`config.mk`:
```
export PLATFORM = sky130hd
export DESIGN_NAME = branch_predictor
export DESIGN_NICKNAME = d
export VERILOG_FILES = /design/src/rtl/branch_predictor.sv
export SDC_FILE = /design/constraint.sdc
export NUM_CORES = 2
export LEC_CHECK = 0
export CAP_MARGIN = 20
export CORE_MARGIN = 3
export CORE_UTILIZATION = 65
export CTS_CLUSTER_DIAMETER = 200
export DETAILED_ROUTE_END_ITERATION = 12
export PLACE_DENSITY = 0.82
export SLEW_MARGIN = 5
export SYNTH_ARGS = -nofsm -noshare
export SYNTH_HDL_FRONTEND = slang
export SYNTH_SLANG_ARGS = --single-unit
```
`constraint.sdc`:
```
create_clock -name clk -period 13.1 [get_ports clk]
set_input_delay 1.965 -clock clk [delete_from_list [all_inputs] [get_ports clk]]
set_output_delay 1.965 -clock clk [all_outputs]
set_load 0.005 [all_outputs]
```
`src/rtl/branch_predictor.sv`:
```
// BTB with per-entry saturating direction counters; lookup is combinational (0 cycles), training lands on the next edge.
// No backpressure: at most one resolved update per cycle, always accepted.
module branch_predictor #(
    parameter int XLEN     = 32,
    parameter int ENTRIES  = 16,
    parameter int CNT_BITS = 2,
    parameter int STAT_W   = 32
) (
    input  logic              clk,
    input  logic              reset,
    input  logic              enable,
    input  logic [XLEN-1:0]   pc_f,
    output logic              pred_taken_f,
    output logic [XLEN-1:0]   pred_target_f,
    input  logic              upd_valid,
    input  logic [XLEN-1:0]   upd_pc,
    input  logic              upd_is_jump,
    input  logic              upd_taken,
    input  logic [XLEN-1:0]   upd_target,
    input  logic              upd_pred_taken,
    input  logic [XLEN-1:0]   upd_pred_target,
    output logic              mispredict_e,
    output logic [STAT_W-1:0] stat_branches,
    output logic [STAT_W-1:0] stat_mispredicts
);

    localparam int IDX   = $clog2(ENTRIES);
    localparam int TAG_W = XLEN - IDX - 2;
    localparam logic [CNT_BITS-1:0] CTR_MAX = '1;
    localparam logic [CNT_BITS-1:0] CTR_WT  = CNT_BITS'(1) << (CNT_BITS - 1);
    localparam logic [CNT_BITS-1:0] CTR_WNT = CTR_WT - CNT_BITS'(1);

    logic                valid_q [ENTRIES];
    logic [TAG_W-1:0]    tag_q   [ENTRIES];
    logic [XLEN-1:0]     tgt_q   [ENTRIES];
    logic [CNT_BITS-1:0] ctr_q   [ENTRIES];
    logic                jmp_q   [ENTRIES];

    logic [STAT_W-1:0]   br_q, br_d;
    logic [STAT_W-1:0]   mp_q, mp_d;

    logic [IDX-1:0]      idx_f, idx_u;
    logic [TAG_W-1:0]    tag_f, tag_u;
    logic                hit_f, hit_u;
    logic                train;

    logic                wr_en;
    logic [XLEN-1:0]     tgt_d;
    logic [CNT_BITS-1:0] ctr_d;
    logic                jmp_d;

    // pc[1:0] carries no information for aligned fetch
    logic unused_pc_lsbs;
    assign unused_pc_lsbs = ^{pc_f[1:0], upd_pc[1:0]};

    assign idx_f = pc_f[IDX+1:2];
    assign tag_f = pc_f[XLEN-1:IDX+2];
    assign idx_u = upd_pc[IDX+1:2];
    assign tag_u = upd_pc[XLEN-1:IDX+2];

    assign hit_f = valid_q[idx_f] && (tag_q[idx_f] == tag_f);
    assign hit_u = valid_q[idx_u] && (tag_q[idx_u] == tag_u);

    assign pred_taken_f  = enable && hit_f && (jmp_q[idx_f] || ctr_q[idx_f][CNT_BITS-1]);
    assign pred_target_f = pred_taken_f ? tgt_q[idx_f] : '0;

    assign mispredict_e = upd_valid &&
                          ((upd_taken != upd_pred_taken) ||
                           (upd_taken && (upd_target != upd_pred_target)));

    assign train = upd_valid && enable;

    always_comb begin
        wr_en = 1'b0;
        tgt_d = tgt_q[idx_u];
        ctr_d = ctr_q[idx_u];
        jmp_d = jmp_q[idx_u];
        if (train) begin
            if (hit_u) begin
                wr_en = 1'b1;
                if (upd_is_jump) begin
                    ctr_d = CTR_MAX;
                    jmp_d = 1'b1;
                end else if (upd_taken) begin
                    if (ctr_q[idx_u] != CTR_MAX) ctr_d = ctr_q[idx_u] + CNT_BITS'(1);
                end else begin
                    if (ctr_q[idx_u] != '0) ctr_d = ctr_q[idx_u] - CNT_BITS'(1);
                end
                if (upd_taken) tgt_d = upd_target;
            end else if (upd_taken) begin
                // Allocation replaces whatever aliased entry lived here
                wr_en = 1'b1;
                tgt_d = upd_target;
                jmp_d = upd_is_jump;
                ctr_d = upd_is_jump ? CTR_MAX : CTR_WT;
            end
        end
    end

    always_comb begin
        br_d = br_q;
        mp_d = mp_q;
        if (train) begin
            br_d = br_q + STAT_W'(1);
            if (mispredict_e) mp_d = mp_q + STAT_W'(1);
        end
    end

    always_ff @(posedge clk or negedge reset) begin
        if (!reset) begin
            for (int i = 0; i < ENTRIES; i++) begin
                valid_q[i] <= 1'b0;
                tag_q[i]   <= '0;
                tgt_q[i]   <= '0;
                ctr_q[i]   <= CTR_WNT;
                jmp_q[i]   <= 1'b0;
            end
            br_q <= '0;
            mp_q <= '0;
        end else begin
            if (wr_en) begin
                valid_q[idx_u] <= 1'b1;
                tag_q[idx_u]   <= tag_u;
                tgt_q[idx_u]   <= tgt_d;
                ctr_q[idx_u]   <= ctr_d;
                jmp_q[idx_u]   <= jmp_d;
            end
            br_q <= br_d;
            mp_q <= mp_d;
        end
    end

    assign stat_branches    = br_q;
    assign stat_mispredicts = mp_q;

endmodule

```
==> reports/results.txt <==
Synth async-reset ratio = 100%
Fin crit share = 68.0%
CP required = 11.14 ns
Endpoints failing hold = 0
Post-CTS sizing = 0
Syn Nets = 3898
DP Area = 0.0593 sq mm
Core Footprint = 0.0858 sq mm
Postcts setup bufs = 0
Clock skew = 0.0209 ns
Vias = 35800
Synthesized area per cell = 15.0 sq um
Pre-antenna DRT Iters = 6
Number of max-slew violations in the final report = 0
Syn Inst Count = 3761
Clock Latency Late Sink = 0.68 ns
Drt total wl = 152000 um
# H-tree levels = 3
DRC viols = 0
Slowest cell on crit path = buf_8
Final setup violation count = 0
PortBufs = 228
Area Growth Syn to Fin = 11.1%
CTS Hold Bufs = 0
Worst slack, placed = 4.18 ns
Initial Util = 66.0%
GRT overflow = 0
FMAX = 0.112 GHz
Tightest Pin Transition = 1.23 ns
Final setup margin = 4.20 ns
Max Cap Viol = 0
Slew headroom = 18.3%
Total CTS buffers = 107
Largest net degree at the start of global routing = 180
Ports = 233
Post-layout util = 73.3%
Fin nets = 3947
Synth area leader = dfrtp_1
Clock tree buffer depth = 3
Die area = 0.0907 sq mm
Worst-path cell chain = buf_8 > buf_4 > mux4_2 > mux4_2 > xnor2_1 > nand4_1 > a311oi_1 > nand4_1 > buf_4 > nor2b_1 > clkdlybuf4s50_1
Root buffer cell = clkbuf_16
TritonCTS clock tree = built
First-pass GRT wire length = 233000 um
Endpoint class of the critical path = output port
Crit Path Category = in -> out
Post-DP HPWL = 88200 um
Status = finished clean
Initial drt markers = 3683
Setup repair after global routing missed its margin = false
Setup TNS = 0 ns
Top FF cell, synth = dfrtp_1
Post-DR wirelength/cell = 30.2 um
Initial antenna violation count = 4
Peak supply drop = 0.000107 V
Final cell count without fillers = 5040
CTS Sinks = 1056
Vias/cell = 7.10
Synthesized area = 0.0566 sq mm
Crit start category = primary input
Synth Register Bits = 1056
Die Span Y = 301 um
Final instance area = 0.0629 sq mm
PwrDens = 128 mW/mm^2
Placed insts = 4843
Yosys cell types = 73
Synth warn = 0
Cell row count = 107
Slowest Stage Delay on Critical Path = 0.71 ns
Most frequent cell after synthesis = dfrtp_1
Hold Path Class = reg -> reg
Share of the synthesized area in the top cell type = 46.0%
Gr usage total = 34.3%
Clock transition at the registers of the reported paths = 0.06 ns
Fin crit period = 8.90 ns
Top post-synthesis cells by count = dfrtp_1, mux2_2, mux4_2
Placer Congestion = 0.874
Worst Path Arrival = 6.94 ns
Die width = 301 um
Leak = 28.1 nW
Vias in the first global route = 37200
Post-synthesis sequential area ratio = 46.7%
Largest cells by area after synthesis = dfrtp_1, mux4_2, mux2_2, mux2_4, mux2i_1
Number of flops mapped to enable cells by yosys = 0
Remaining antenna violation count after routing = 0
Crit-path max FO = 87
Fraction of layout instances using a drive strength above 1 = 44.1%
path summary, 6_finish.rpt:
| check | slack [ns] | startpoint | to | depth (start not counted) |
|---|---|---|---|---|
| setup reg to reg | 7.37 | tag_q[213] | tgt_q[219] | 12 |
| setup / recovery | 4.20 | pc_f[2] | pred_target_f[11] | 11 |
| hold / removal | 0.47 | stat_branches[31] | stat_branches[31] | 1 |
| min in group asynchronous | 1.33 | reset | stat_branches[25] | 1 |
| max in group asynchronous | 8.94 | reset | tgt_q[441] | 4 |
| hold reg to reg | 0.47 | stat_branches[31] | stat_branches[31] | 1 |
metrics by stage:
stage	hold WS (ns)	total power, mW
finish	0.470	8.04
global route	0.497	8.33
CTS	0.476	8.06
detailed placement	0.468	4.96
global placement	0.459	4.91
floorplan	0.445	4.54
power breakdown:
group	internal, mW	switching, mW
Clock	1.81	1.30
Combinational	0.616	0.539
Sequential	3.55	0.223
cell families after synthesis:
group                    count (synthesis)  share of synthesized area (%)
buffers and inverters                  376                           3.05
adder cells (fa/ha/maj)                  3                         0.0619
flip-flops                            1056                           46.7
multiplexers                          1534                           41.6
XOR/XNOR                               138                           2.14
AND/OR/NAND/NOR                        414                           3.70
AO/OA/AOI/OAI                          240                           2.72
cells in the final DEF (no fill, tap or decap), types with 65 or more instances in the layout:
cell type           n
clkbuf_16         109
clkdlybuf4s50_1   220
dfrtp_1          1040
mux2_2            830
mux2_4             65
mux2i_1            80
mux4_2            545
nand2_1           167
o21ai_0           118
xnor2_1            79
per-layer routing:
layer  GRT usage [%]  wire length, um  up-vias
li1                -                -    14500
met1            47.7            58800    19100
met2            53.7            73100     1837
met3            8.48            14800      342
met4            12.1             5280        4
met5               0               28        -
layout make-up:
class | count | area [sq um]
multi-input combinational | 2329 | 28500
sequential | 1056 | 26400
fill | 5233 | 23000
clock buffer | 159 | 3110
timing repair buffer | 291 | 2830
tap | 1144 | 1430
clock inverter | 34 | 450
inverter | 25 | 101
antenna | 2 | 5.00
sequential cells by signal, indices dropped and copies added (netlist names):
| name | flops |
|---|---|
| tgt_q | 512 |
| tag_q | 416 |
| ctr_q | 32 |
| stat_branches | 32 |
| stat_mispredicts | 32 |
| jmp_q | 16 |
| valid_q | 16 |
worst max-delay path, delay by kind of cell:
kind | cells | cell delay, ns
AND/OR/NAND/NOR | 3 | 0.66
XOR/XNOR | 1 | 0.24
buffers and inverters | 4 | 2.27
AO/OA/AOI/OAI | 1 | 0.51
multiplexers | 2 | 1.12
No activity file was read; power rests on OpenSTA's default activity.
